**config.mk**
```make
export PLATFORM = sky130hd
export DESIGN_NAME = snoop_bus_arbiter
export DESIGN_NICKNAME = d
export VERILOG_FILES = /design/src/rtl/snoop_bus_arbiter.sv
export SDC_FILE = /design/constraint.sdc
export NUM_CORES = 1
export LEC_CHECK = 0
export CAP_MARGIN = 40
export CORE_MARGIN = 2
export CORE_UTILIZATION = 50
export DETAILED_ROUTE_END_ITERATION = 12
export PLACE_DENSITY = 0.74
export SLEW_MARGIN = 25
export SYNTH_ARGS = -nofsm -noshare
export SYNTH_HDL_FRONTEND = slang
export SYNTH_SLANG_ARGS = --single-unit
```
**constraint.sdc**
```tcl
create_clock -name clk -period 5.5 [get_ports clk]
set_input_delay 0.55 -clock clk [delete_from_list [all_inputs] [get_ports clk]]
set_output_delay 0.55 -clock clk [all_outputs]
set_load 0.05 [all_outputs]
```
**src/rtl/snoop_bus_arbiter.sv**
```systemverilog
//------------------------------------------------------------------------------
// Module      : snoop_bus_arbiter
// Description : Two-core snoop bus arbiter with per-core command FIFOs and
//               round-robin arbitration onto a shared registered broadcast bus.
// Revision    : 1.0 - initial release
//------------------------------------------------------------------------------
`default_nettype none

module snoop_bus_arbiter #(
    parameter int ADDR_BITS  = 11,
    parameter int DATA_BITS  = 8,
    parameter int FIFO_DEPTH = 2
) (
    input  logic                 clk,
    input  logic                 rst_n,
    input  logic [1:0]           c0_cmd,
    input  logic [ADDR_BITS-1:0] c0_addr,
    input  logic [DATA_BITS-1:0] c0_data,
    input  logic [1:0]           c1_cmd,
    input  logic [ADDR_BITS-1:0] c1_addr,
    input  logic [DATA_BITS-1:0] c1_data,
    output logic [1:0]           bus_cmd_out,
    output logic [ADDR_BITS-1:0] bus_addr_out,
    output logic [DATA_BITS-1:0] bus_data_out,
    output logic                 bus_src_out,
    output logic                 c0_ovf,
    output logic                 c1_ovf,
    output logic                 busy
);

    localparam int ENTRY_W = 2 + ADDR_BITS + DATA_BITS;
    localparam int PTR_W   = $clog2(FIFO_DEPTH);
    localparam int CNT_W   = $clog2(FIFO_DEPTH + 1);

    logic [1:0][ENTRY_W-1:0] w_in_entry;
    logic [1:0][ENTRY_W-1:0] w_head;
    logic [1:0]              w_push;
    logic [1:0]              w_accept;
    logic [1:0]              w_pop;
    logic [1:0]              w_nonempty;
    logic [1:0]              w_ovf;
    logic                    w_gnt;
    logic                    r_last_grant;

    assign w_in_entry[0] = {c0_cmd, c0_addr, c0_data};
    assign w_in_entry[1] = {c1_cmd, c1_addr, c1_data};

    generate
        for (genvar g = 0; g < 2; g++) begin : g_fifo
            logic [ENTRY_W-1:0] r_mem [FIFO_DEPTH];
            logic [PTR_W-1:0]   r_wptr;
            logic [PTR_W-1:0]   r_rptr;
            logic [CNT_W-1:0]   r_count;
            logic               r_ovf;
            logic               w_full;

            assign w_push[g]     = (w_in_entry[g][ENTRY_W-1 -: 2] != 2'b00);
            assign w_nonempty[g] = (r_count != '0);
            assign w_full        = (r_count == CNT_W'(FIFO_DEPTH));
            // A full FIFO still accepts a push when its head leaves at the same edge.
            assign w_accept[g]   = w_push[g] & (~w_full | w_pop[g]);
            assign w_head[g]     = r_mem[r_rptr];
            assign w_ovf[g]      = r_ovf;

            always_ff @(posedge clk) begin
                if (w_accept[g]) begin
                    r_mem[r_wptr] <= w_in_entry[g];
                end
            end

            always_ff @(posedge clk or negedge rst_n) begin
                if (!rst_n) begin
                    r_wptr  <= '0;
                    r_rptr  <= '0;
                    r_count <= '0;
                    r_ovf   <= 1'b0;
                end else begin
                    if (w_accept[g]) begin
                        r_wptr <= r_wptr + PTR_W'(1);
                    end
                    if (w_pop[g]) begin
                        r_rptr <= r_rptr + PTR_W'(1);
                    end
                    r_count <= r_count + CNT_W'(w_accept[g]) - CNT_W'(w_pop[g]);
                    if (w_push[g] && !w_accept[g]) begin
                        r_ovf <= 1'b1;
                    end
                end
            end
        end
    endgenerate

    // Occupancy before this edge's push decides the grant; contention alternates.
    assign w_gnt    = (&w_nonempty) ? ~r_last_grant : w_nonempty[1];
    assign w_pop[0] = w_nonempty[0] & ~w_gnt;
    assign w_pop[1] = w_nonempty[1] & w_gnt;

    always_ff @(posedge clk or negedge rst_n) begin
        if (!rst_n) begin
            bus_cmd_out  <= 2'b00;
            bus_addr_out <= '0;
            bus_data_out <= '0;
            bus_src_out  <= 1'b0;
            r_last_grant <= 1'b1;
        end else if (|w_nonempty) begin
            {bus_cmd_out, bus_addr_out, bus_data_out} <= w_head[w_gnt];
            bus_src_out  <= w_gnt;
            r_last_grant <= w_gnt;
        end else begin
            bus_cmd_out  <= 2'b00;
            bus_addr_out <= '0;
            bus_data_out <= '0;
            bus_src_out  <= 1'b0;
        end
    end

    assign c0_ovf = w_ovf[0];
    assign c1_ovf = w_ovf[1];
    assign busy   = |w_nonempty;

endmodule

`default_nettype wire
```
# After elaboration in Yosys (flattened, before gate mapping)
# Memories as Yosys holds them, arrays and structs flattened.
# Index checks and enable logic that the tools add are counted.
# Widths: inputs -> output; s select.
# totals
ff_bits,33
latchBits,0
mem_bits_rw,84
mem_bits_ro,0
input_bits,44
out_inout_bits,25
wordCells,57
n_memories,2
# mem_list
name,words,width,read_ports,rd_ports_with_merged_regs,write_ports,line,rtl
g_fifo[0].r_mem,2,21,1,0,1,50,logic [ENTRY_W-1:0] r_mem [FIFO_DEPTH];
g_fifo[1].r_mem,2,21,1,0,1,50,
# classes
addsub,8
n_mul,0
div_mod_pow,0
order_cmp,1
n_eq_ne,2
n_shift,0
muxes,11
bitwise_logic,10
reduce_logical,10
# ops
cell,count
$mux 21,2
$mux 11,1
$mux 8,1
$reduce_bool 2->1,4
$mux 1,6
$add 1x1->1 const B,4
$add 2x1->2,2
$and 1x1->1,4
$eq 2x2->1 const B,2
$not 1->1,4
$sub 2x1->2,2
$logic_and 1x1->1,2
$logic_not 1->1,2
$lt 1x2->1 const B,1
$mux 2,1
$or 1x1->1,2
$reduce_and 2->1,1
$reduce_or 2->1,1

# Depth between registers and ports, before layout
# Gate-level depths: netlist of the first run.
# logic_depth
depth_word,9
ltp_mapped,6
depth_no_buf,6

# Least setup slack after synthesis of the first run
# OpenSTA, ideal clock, no wires.
# synth_path
path_type,register -> register
startpoint,reg g_fifo[1].r_count[1]
endpoint,"mem g_fifo[0].r_mem[0][0] (netlist name), enable pin"
setup_time_ns,0.401
t_arrival_ns,1.975
required_time_ns,5.099
path_slack_ns,3.124
path_stages_with_launch,5
path_buffers,1
synth_period_minus_slack_ns,2.376
cell_sequence,dfrtp_1 -> or2_1 -> buf_6 -> a21oi_2 -> nor2b_1
# synth_between
elab_chain_len,9
# synth_lines
element,line,rtl
start: declaration,53,logic [CNT_W-1:0] r_count;
start signal: assignment,84,r_count <= r_count + CNT_W'(w_accept[g]) - CNT_W'(w_pop[g]);
$reduce_bool 2->1 *,58,assign w_nonempty[g] = (r_count != '0);
$reduce_and 2->1,94,assign w_gnt = (&w_nonempty) ? ~r_last_grant : w_nonempty[1];
$mux 1 *,94,
$not 1->1 *,95,assign w_pop[0] = w_nonempty[0] & ~w_gnt;
$and 1x1->1 *,95,
$or 1x1->1 *,61,assign w_accept[g] = w_push[g] & (~w_full | w_pop[g]);
$and 1x1->1 *,61,
$mux 1 *,66,if (w_accept[g]) begin
$mux 1 (implied by the code) *,67,r_mem[r_wptr] <= w_in_entry[g];
end: declaration,50,
# Every way passes the cells marked *; elsewhere a longest branch is shown, timed or not.

# Final worst setup path of the first run
# layout_path
startpoint,reg g_fifo[1].r_count[1]
endpoint,out busy
# layout_between
elab_chain_len,2
# layout_lines
element,line,rtl
$reduce_bool 2->1,58,
$reduce_or 2->1,119,assign busy = |w_nonempty;
end: declaration,28,output logic busy
# Every way passes these cells.

==> reports/qor.txt, run 1 <==
run status = complete, no violations
count of different cell masters after synthesis = 33
count of pins over their slew limit = 0
CP Data Required Time = 4.95 ns
MaxCap Viol Count = 0
layout overhead on the synthesized area = 29.4%
row count = 35
mean routed wirelength per cell = 20.2 um
post-route DRC violation count = 0
classification of the worst-slack hold path = input pin to asynchronous set/reset pin
first-pass GRT wire length = 14.4 mm
DIE HEIGHT = 101 um
clock buffer count from CTS = 17
utilization after layout = 66.6%
pin count of the biggest net entering global routing = 34
fillcell total = 622
total area of multi-input combinational cells = 0.00124 mm^2
data arrival time at the worst-slack endpoint = 2.72 ns
proportion of total power due to net switching = 36.9%
Synth area leaders = edfxtp_1, dfrtp_1, a221oi_2, a211oi_2, mux2i_1
number of buffers added on ports = 68
area fraction of the dominant cell type after synthesis = 53.2%
Final HPWL DP = 6.04 mm
share of total power in sequential cells = 33.8%
power share of the combinational group = 40.9%
hold_buf cts = 0
warnings from Yosys = 0
clk sink count = 117
post_cts resized = 0
final setup violation count = 0
CTS tree = built
number of iterations in the first detailed-routing pass = 4
Diodes inserted = 0
Overall Global Routing Usage = 19.9%
average cell area after synthesis = 18.3 um^2
final clock period utilization by the worst path = 59.4%
vias in the first global route = 2,633
final period demand of the worst path = 3.27 ns
post-CTS repair timing setup buffer count = 0
Synth Cell Area = 0.00474 mm^2
drt first-iter violations = 161
Least-Margin Pin Slew = 0.828 ns
mean number of vias per cell = 5.38
category of the critical setup timing path = flop to primary output
setup skew after layout = 0.00793 ns
PwrDens = 722 mW/mm^2
Slew Limit Headroom = 44.7%
EDFF count, synth = 84
via total after detailed routing = 2,494
CTS Buffer Depth = 2
final wirelength = 9.37 mm
total number of H-tree levels = 4
Synth async-reset ratio = 28.2%
share of layout cells above drive strength 1 = 26.1%
highest achievable clock rate = 306 MHz
total grt overflow = 0
clk root buf = clkbuf_8
flops & latches, synth = 117
Gate Count Post-Synth = 259
ports placed on the boundary = 69
antenna violation net count after detailed routing = 0
initial antenna violation count = 0
total power consumption of the routed design = 4.42 mW
top flip-flop cell by instance count after synthesis = edfxtp_1
net count of the mapped netlist = 305
area taken by flip-flops and latches = 0.00335 mm^2
post-synthesis cell type with the largest combined area = edfxtp_1
die area = 0.0103 mm^2
floorplan core area = 0.00920 mm^2
clock network latency to the later pin of the worst-skew pair = 0.52 ns
internal power = 2.79 mW
Fin Setup TNS = 0 ns
final weighted congestion in routability-driven placement = 0.785
endpoints failing hold = 0
setup repair after global routing missed its margin = no
proportion of synthesized chip area in sequential cells = 70.7%
relative contribution of the clock network to total power = 25.4%
CP Max Fanout = 26
clock input transition at the sequential cells of the worst setup and hold paths = 0.06 ns
Worst setup SP type = flop
effective utilization at floorplan = 51.5%
kind of end point of the critical path = primary output
standby leakage power = 2.22 nW
Worst VDD drop = 310 uV
net count of the finished layout = 386
Sw Pwr = 1.63 mW
die width = 101 um
-- per-layer routing --
metal | part of all wire, % | vias to the layer above | wire length, um | GRT usage, %
met1 | 43 | 1253 | 4040 | 25.4
met3 | 3.4 | 14 | 320 | 6.00
met2 | 52 | 56 | 4850 | 31.9
li1 | - | 1171 | - | -
met5 | 0 | - | 0 | 0
met4 | 1.7 | 0 | 161 | 8.11
-- final timing paths --
| path | from | to | slack, ns | cells past startpoint |
|---|---|---|---|---|
| max in group asynchronous | rst_n | bus_data_out[7] | 4.72 | 2 |
| worst max-delay path | g_fifo[1].r_count[1] | busy | 2.23 | 6 |
| worst max register to register | g_fifo[1].r_count[1] | g_fifo[0].r_mem[0][3] | 3.20 | 5 |
| min in group clk | c0_ovf | c0_ovf | 0.49 | 1 |
| worst min register to register | c0_ovf | c0_ovf | 0.49 | 1 |
| worst min-delay path | rst_n | g_fifo[1].r_wptr | 0.44 | 2 |
-- cells in the mapped netlist, types with 2 or more instances --
| library cell | number |
|---|---|
| nor2_1 | 6 |
| a211oi_1 | 2 |
| a221oi_2 | 20 |
| and2_1 | 2 |
| xnor2_1 | 7 |
| and2b_1 | 7 |
| mux2i_1 | 21 |
| nand2_1 | 2 |
| dfrtp_1 | 32 |
| o21bai_1 | 2 |
| a21oi_2 | 2 |
| buf_6 | 8 |
| buf_2 | 3 |
| nor2b_1 | 17 |
| inv_1 | 3 |
| buf_4 | 3 |
| xor2_1 | 2 |
| ha_1 | 2 |
| a211oi_2 | 21 |
| edfxtp_1 | 84 |
-- sequential cells by signal, summed over array words and instances (netlist names) --
signal and flops:
bus_addr_out 11, bus_cmd_out 2, bus_data_out 8, bus_src_out 1, c0_ovf 1, c1_ovf 1, g_fifo.r_count 4, g_fifo.r_mem 84
g_fifo.r_rptr 2, g_fifo.r_wptr 2, r_last_grant 1
-- final cells by class --
cell class / count / share of cell area, %
Multi-Input combinational cell: 122 / 20.2
Sequential cell: 117 / 54.7
Tap cell: 111 / 2.27
Timing Repair Buffer: 78 / 12.8
Clock buffer: 21 / 7.33
Inverter: 4 / 0.245
Clock inverter: 11 / 2.55
-- power groups by stage --
stage                     clock, mW  combinational [mW]  sequential [mW]
final                          1.12                1.81             1.49
after global routing           1.18                1.92             1.53
after CTS                      1.14                1.79             1.52
after detailed placement          0                1.77             1.53
after global placement            0                1.72             1.52
after floorplan                   0                1.05             1.78
-- metrics by stage --
stage	instances	hold slack [ns]	setup slack [ns]	area, um^2
global placement	428	0.472	2.82	5460
detailed placement	431	0.486	2.78	5510
CTS	463	0.447	2.22	6110
floorplan	259	0.254	3.12	4740
global route	464	0.490	2.09	6130
finish	464	0.441	2.23	6130
-- critical path, stage by stage, from the launching register on --
cell	delay, ns
dfrtp_1	0.41
or2_1	0.24
buf_4	0.26
nor3_4	0.15
buf_4	0.38
inv_2	0.05
clkdlybuf4s50_1	0.70
-- layout by cell type (no fill, tap or decap), types with 2 or more instances in the layout --
master           instances
edfxtp_1                84
clkdlybuf4s50_1         68
dfrtp_1                 32
mux2i_1                 21
a211oi_2                21
a221oi_2                20
clkbuf_16               16
nor2b_1                 15
xnor2_1                  7
and2b_1                  7
nor2_1                   6
buf_4                    6
clkinv_2                 5
bufinv_16                4
inv_1                    3
clkbuf_8                 3
buf_8                    3
a21oi_2                  2
and2_1                   2
a211oi_1                 2
xor2_1                   2
nand2_1                  2
o21bai_1                 2
ha_1                     2
clkbuf_1                 2
-- cell families (layout without fill, tap and decap cells) --
| kind of cell | count (synthesis) | count (layout) | share of synthesized area, % |
|---|---|---|---|
| xor+xnor | 10 | 10 | 2.01 |
| flops | 117 | 117 | 70.7 |
| compound gates | 51 | 51 | 13.7 |
| fa+ha+maj | 2 | 2 | 0.528 |
| buf+inv | 20 | 114 | 3.38 |
| simple gates | 38 | 38 | 5.23 |
| mux | 21 | 21 | 4.44 |
Power figures use the tool's default switching activity.
==> run 2, diff against run 1 <==
--- a/config.mk
+++ b/config.mk
@@ -7,9 +7,9 @@
 export LEC_CHECK = 0
 export CAP_MARGIN = 40
 export CORE_MARGIN = 2
-export CORE_UTILIZATION = 50
+export CORE_UTILIZATION = 49
 export DETAILED_ROUTE_END_ITERATION = 12
-export PLACE_DENSITY = 0.74
+export PLACE_DENSITY = 0.76
 export SLEW_MARGIN = 25
 export SYNTH_ARGS = -nofsm -noshare
 export SYNTH_HDL_FRONTEND = slang
==> constraint.sdc (replaced) <==
create_clock -name clk -period 2.7 [get_ports clk]
set_input_delay 0.27 -clock clk [delete_from_list [all_inputs] [get_ports clk]]
set_output_delay 0.27 -clock clk [all_outputs]
set_load 0.05 [all_outputs]
==> run 2 against run 1 <==
  * Core utilization hardly changed
  * First-iteration DRC count is 41% lower
  * Global-route usage is 1.1 points lower
  * Die area is 2.0% higher
  * Count of clock-buffer cells in the layout is 2 lower
  * Hold slack worse by 0.25 ns
  * Critical path depth is 1 lower
  * Clock skew is 0.011 ns higher
  * Register-to-register slack worse by 2.5 ns
  * Clock power is 110% higher
  * Routed wire length is 5.3% lower
  * Critical path type unchanged
  * Largest power group unchanged
==> reports/qor.txt, run 2 (synthesized netlist as in run 1, its figures left out) <==
count of pins over their slew limit = 0 (unchanged)
net count of the finished layout = 391 (+1.3%)
Slew Limit Headroom = 59.9% (+15 points)
share of total power in sequential cells = 33.5% (-0.3 points)
Sw Pwr = 3.30 mW (+100%)
Worst setup SP type = flop
share of layout cells above drive strength 1 = 27.7% (+1.6 points)
Fin Setup TNS = 0 ns (unchanged)
met2 Resource Use GR = 27.8% (-4.2 points)
GRT Max-Usage Layer = met2
effective utilization at floorplan = 50.8% (-0.73 points)
power share of the combinational group = 40.5% (-0.4 points)
layout overhead on the synthesized area = 31.3%
post-CTS repair timing setup buffer count = 0 (unchanged)
total power consumption of the routed design = 9.11 mW (+110%)
commonest non-fill, non-tap cell in the layout = edfxtp_1
clock network latency to the later pin of the worst-skew pair = 0.51 ns (about the same)
clock input transition at the sequential cells of the worst setup and hold paths = 0.06 ns (about the same)
CTS tree = built
MaxCap Viol Count = 0 (unchanged)
Top Registers = g_fifo.r_mem x84, bus_addr_out x11, bus_data_out x8
clock buffer count from CTS = 17 (unchanged)
antenna violation net count after detailed routing = 0 (unchanged)
classification of the worst-slack hold path = input pin to asynchronous set/reset pin
global-route track usage on met3 = 5.61% (-0.40 points)
final setup margin = 0.297 ns (-1.93 ns)
final clock period utilization by the worst path = 89.0%
post_cts resized = 0 (unchanged)
final wirelength = 8.88 mm (-5.3%)
Worst VDD drop = 761 uV (+150%)
commonest cells after routing, fill and taps aside = edfxtp_1, clkdlybuf4s50_1, dfrtp_1
data arrival time at the worst-slack endpoint = 2.13 ns (-0.59 ns)
internal power = 5.81 mW (+110%)
kind of end point of the critical path = primary output
most repeated library cell on the critical path = buf_4
worst slack on hold paths = 0.191 ns (-0.250 ns)
setup repair after global routing missed its margin = no
initial antenna violation count = 0 (unchanged)
Critical R2R Launch = g_fifo[1].r_count[1]
mean number of vias per cell = 5.13 (-4.6%)
mean routed wirelength per cell = 18.2 um (-9.7%)
CTS Buffer Depth = 2 (unchanged)
post-route DRC violation count = 0 (unchanged)
die area = 0.0105 mm^2 (+2.0%)
Overall Global Routing Usage = 18.7% (-1.1 points)
cells along the critical path = or2_1 > buf_4 > nor3_4 > inv_2 > buf_4
number of cells in the design after placement = 455 (+5.6%)
hold_buf cts = 0 (unchanged)
proportion of total power due to net switching = 36.2% (-0.70 points)
total grt overflow = 0 (unchanged)
ports placed on the boundary = 69 (unchanged)
standby leakage power = 2.25 nW (+1.2%)
drt first-iter violations = 95 (-41%)
pin count of the biggest net entering global routing = 34 (unchanged)
flip-flop count of the largest register, all copies and words added = 84 (unchanged)
first-pass GRT wire length = 14.0 mm (-3.2%)
vias in the first global route = 2,600 (-1.3%)
Cell Area, Placed = 0.00558 mm^2 (+1.3%)
Worst Setup Slack post-DPL = 0.674 ns (-2.10 ns)
setup skew after layout = 0.0194 ns (+0.0115 ns)
Final Instance Count excl. Fillers = 487 (+5.0%)
start point of the critical path = g_fifo[1].r_count[1]
CP Max Fanout = 16 (-38%)
DIE HEIGHT = 102 um (+0.98%)
Diodes inserted = 0 (unchanged)
clk root buf = clkbuf_8
final weighted congestion in routability-driven placement = 0.816 (+3.9%)
PwrDens = 1470 mW/mm^2 (+100%)
row count = 35 (unchanged)
CP Data Required Time = 2.43 ns (-2.52 ns)
total number of H-tree levels = 4 (unchanged)
floorplan core area = 0.00933 mm^2 (+1.4%)
CP peak stage delay = 0.43 ns (-0.27 ns)
clk sink count = 117 (unchanged)
die width = 102 um (+0.98%)
endpoints failing hold = 0 (unchanged)
final period demand of the worst path = 2.40 ns
run status = complete, no violations
Critical-path top delay cell = nor3_4
Final HPWL DP = 5.81 mm (-3.9%)
Least-Margin Pin Slew = 0.601 ns (-0.227 ns)
final setup violation count = 0 (unchanged)
number of buffers added on ports = 68 (unchanged)
number of iterations in the first detailed-routing pass = 4 (unchanged)
utilization after layout = 66.7% (about the same)
relative contribution of the clock network to total power = 26.0% (+0.6 points)
area of all placed cells without fillers = 0.00622 mm^2 (+1.5%)
highest achievable clock rate = 416 MHz
met1 demand-to-capacity share in global routing = 26.5% (+1.1 points)
via total after detailed routing = 2,496 (+0.080%)
register bank with the most flops = g_fifo.r_mem
category of the critical setup timing path = flop to primary output
-- run 2: changes by cell type in the layout (fill, tap and decap cells not counted), sizes merged --
cell,previous run,this run
clkdlybuf4s50,68,67
buf,10,16
clkinvlp,1,2
clkbuf,21,19
bufinv,4,5
-- run 2: power groups by stage --
stage	clock [mW]	sequential (mW)	combinational, mW
2_1_floorplan	0	3.62	2.15
3_3_place_gp	0	3.10	3.55
3_5_place_dp	0	3.08	3.67
4_1_cts	2.40	3.06	3.72
5_1_grt	2.48	3.13	3.95
6_report	2.37	3.06	3.69
-- run 2: final timing paths --
path,depth (start not counted),endpoint,slack (ns)
worst max register to register,5,bus_addr_out[0],0.74
worst max-delay path,5,busy,0.30
worst min register to register,1,c0_ovf,0.50
worst min-delay path,2,g_fifo[1].r_wptr,0.19
max in group asynchronous,2,r_last_grant,2.16
min in group clk,1,g_fifo[1].r_mem[0][9],0.34
-- run 2: critical path: cells and delay by family, from the launching register on --
family	cells	cell delay (ns)
simple gates	2	0.72
buf+inv	3	0.50
flops	1	0.40
-- run 2: routing by layer --
metal	part of all wire, %	vias to the layer above	wire, um
met1	48	1251	4230
li1	-	1178	-
met5	0	-	0
met4	1.2	0	105
met3	3.8	8	334
met2	47	59	4210
-- run 2: area by class of cell --
| type | instances | area (um^2) |
|---|---|---|
| clock buffers | 19 | 432 |
| clock inverters | 13 | 205 |
| fillers | 608 | 3110 |
| inverters | 4 | 15.0 |
| multi-input cells | 122 | 1230 |
| flip-flops and latches | 117 | 3350 |
| well taps | 129 | 161 |
| repair buffers | 83 | 823 |
==> run 3, diff against run 2 <==
--- a/config.mk
+++ b/config.mk
@@ -9,6 +9,8 @@
 export CORE_MARGIN = 2
 export CORE_UTILIZATION = 49
 export DETAILED_ROUTE_END_ITERATION = 12
+export GPL_TIMING_DRIVEN = 0
+export HOLD_SLACK_MARGIN = 0.08
 export PLACE_DENSITY = 0.76
 export SLEW_MARGIN = 25
 export SYNTH_ARGS = -nofsm -noshare
==> run 3 against run 2 <==
  * Routed wire length rose by 8.5%
  * Count of clock-buffer cells in the layout rose by 1
  * Non-clock buffer count rose by 5
  * Register-to-register slack got worse by 0.27 ns
  * Hold slack got worse by 0.036 ns
  * Power rose by 2.4%
  * Final cell count rose by 1.0%
  * Critical endpoint unchanged
  * Largest cell class unchanged
  * Highest routed layer unchanged
==> reports/qor.txt, run 3 (synthesized netlist as in run 1, its figures left out) <==
via total after detailed routing = 2,557 (+2.4%)
Final HPWL DP = 5.99 mm (+3.1%)
final period demand of the worst path = 2.56 ns (+0.154 ns)
post-CTS repair timing setup buffer count = 0 (unchanged)
data arrival time at the worst-slack endpoint = 2.29 ns (+0.16 ns)
layout overhead on the synthesized area = 33.0%
antenna violation net count after detailed routing = 0 (unchanged)
net count of the finished layout = 396 (+1.3%)
total number of H-tree levels = 4 (unchanged)
clk root buf = clkbuf_8
run status = complete, no violations
setup slack of the worst register-to-register path = 0.47 ns (-0.27 ns)
CTS tree = built
CTS Buffer Depth = 2 (unchanged)
Diodes inserted = 0 (unchanged)
total power consumption of the routed design = 9.33 mW (+2.4%)
first-pass GRT wire length = 14.9 mm (+6.5%)
commonest cells after routing, fill and taps aside = edfxtp_1, clkdlybuf4s50_1, dfrtp_1
final wirelength = 9.63 mm (+8.5%)
Worst VDD drop = 773 uV (+1.6%)
register bank with the most flops = g_fifo.r_mem
floorplan core area = 0.00933 mm^2 (unchanged)
row count = 35 (unchanged)
Least-Margin Pin Slew = 0.677 ns (+0.0757 ns)
clk sink count = 117 (unchanged)
standby leakage power = 2.29 nW (+1.8%)
clock buffer count from CTS = 17 (unchanged)
highest achievable clock rate = 391 MHz (-6.0%)
category of the critical setup timing path = flop to primary output
mean routed wirelength per cell = 19.6 um (+7.4%)
count of pins over their slew limit = 0 (unchanged)
pin count of the biggest net entering global routing = 29 (-15%)
post-route DRC violation count = 0 (unchanged)
setup repair after global routing missed its margin = no
Top Registers = g_fifo.r_mem x84, bus_addr_out x11, bus_data_out x8
share of layout cells above drive strength 1 = 28.7% (+1.0 points)
endpoints failing hold = 0 (unchanged)
CP Data Required Time = 2.43 ns (about the same)
DIE HEIGHT = 102 um (unchanged)
commonest non-fill, non-tap cell in the layout = edfxtp_1
vias in the first global route = 2,683 (+3.2%)
final weighted congestion in routability-driven placement = 0.761 (-6.7%)
effective utilization at floorplan = 50.8% (unchanged)
kind of end point of the critical path = primary output
final clock period utilization by the worst path = 94.7% (+5.7 points)
die width = 102 um (unchanged)
drt first-iter violations = 171 (+80%)
Worst setup SP type = flop
clock network latency to the later pin of the worst-skew pair = 0.51 ns (about the same)
number of iterations in the first detailed-routing pass = 4 (unchanged)
ports placed on the boundary = 69 (unchanged)
Overall Global Routing Usage = 20.0% (+1.3 points)
flip-flop count of the largest register, all copies and words added = 84 (unchanged)
classification of the worst-slack hold path = input pin to asynchronous set/reset pin
total grt overflow = 0 (unchanged)
setup skew after layout = 0.00807 ns (-0.0113 ns)
final setup violation count = 0 (unchanged)
worst slack on hold paths = 0.155 ns (-0.0357 ns)
fillcell total = 607 (-0.16%)
CP Max Fanout = 10 (-6)
MaxCap Viol Count = 0 (unchanged)
Slew Limit Headroom = 54.8% (-5.1 points)
PwrDens = 1480 mW/mm^2 (+1.1%)
number of buffers added on ports = 68 (unchanged)
initial antenna violation count = 0 (unchanged)
mean number of vias per cell = 5.20 (+1.4%)
clock input transition at the sequential cells of the worst setup and hold paths = 0.06 ns (about the same)
die area = 0.0105 mm^2 (unchanged)
==> run 3: worst paths after layout <==
path,start,endpoint,cells past startpoint
min in group clk,c0_addr[3],g_fifo[0].r_mem[1][11],1
max in group asynchronous,rst_n,r_last_grant,3
hold reg to reg,c0_ovf,c0_ovf,1
setup / recovery,g_fifo[1].r_count[1],busy,6
hold / removal,rst_n,g_fifo[0].r_wptr,2
setup reg to reg,g_fifo[0].r_count[1],g_fifo[1].r_mem[1][9],4
==> run 3: layer usage <==
metal | wire length [um] | global-route usage, % | up-vias | part of all wire [%]
met3 | 473 | 6.50 | 6 | 4.9
met4 | 110 | 6.67 | 0 | 1.1
met2 | 4730 | 30.7 | 64 | 49
met1 | 4320 | 27.2 | 1306 | 45
li1 | - | - | 1181 | -
met5 | 0 | 0 | - | 0
==> run 3: timing repair <==
| action | CTS | global route |
|---|---|---|
| hold endpoints to repair | 33 | 0 |
| gates resized for setup | 1 | 0 |
| hold buffers | 1 | 0 |
| endpoints found under the setup margin | 1 | 0 |
==> run 3: cell type report <==
type	count	area (um^2)	share of cell area [%]
Inverter	4	15.0	0.238
Clock inverter	12	199	3.16
Timing Repair Buffer	72	731	11.6
Clock buffer	20	455	7.23
Tap cell	129	161	2.56
Sequential cell	117	3350	53.2
Multi-Input combinational cell	122	1240	19.7
Buffer	16	145	2.30
==> run 3: worst max-delay path: stages, from the launching register on <==
cell	delay (ns)
dfrtp_1	0.42
or2_1	0.26
buf_6	0.15
nor3_4	0.24
clkbuf_8	0.27
inv_2	0.03
dlygate4sd2_1	0.41
==> run 3: report_power, final <==
| part | internal (mW) | switching, mW |
|---|---|---|
| clock | 1.66 | 0.787 |
| combinational | 1.52 | 2.34 |
| sequential | 2.74 | 0.283 |
==> run 3: stage by stage <==
| step | setup WS (ns) | area [um^2] | std cells | TNS, ns | utilization, % |
|---|---|---|---|---|---|
| after CTS | 0.103 | 6300 | 492 | 0 | 67.5 |
| final | 0.143 | 6300 | 492 | 0 | 67.5 |
| after global placement | -0.459 | 5580 | 456 | -16.16 | 59.8 |
| after floorplan | 0.324 | 4740 | 259 | 0 | - |
| after global routing | 0.0253 | 6300 | 492 | 0 | 67.5 |
| after detailed placement | 0.360 | 5640 | 459 | 0 | 60.4 |
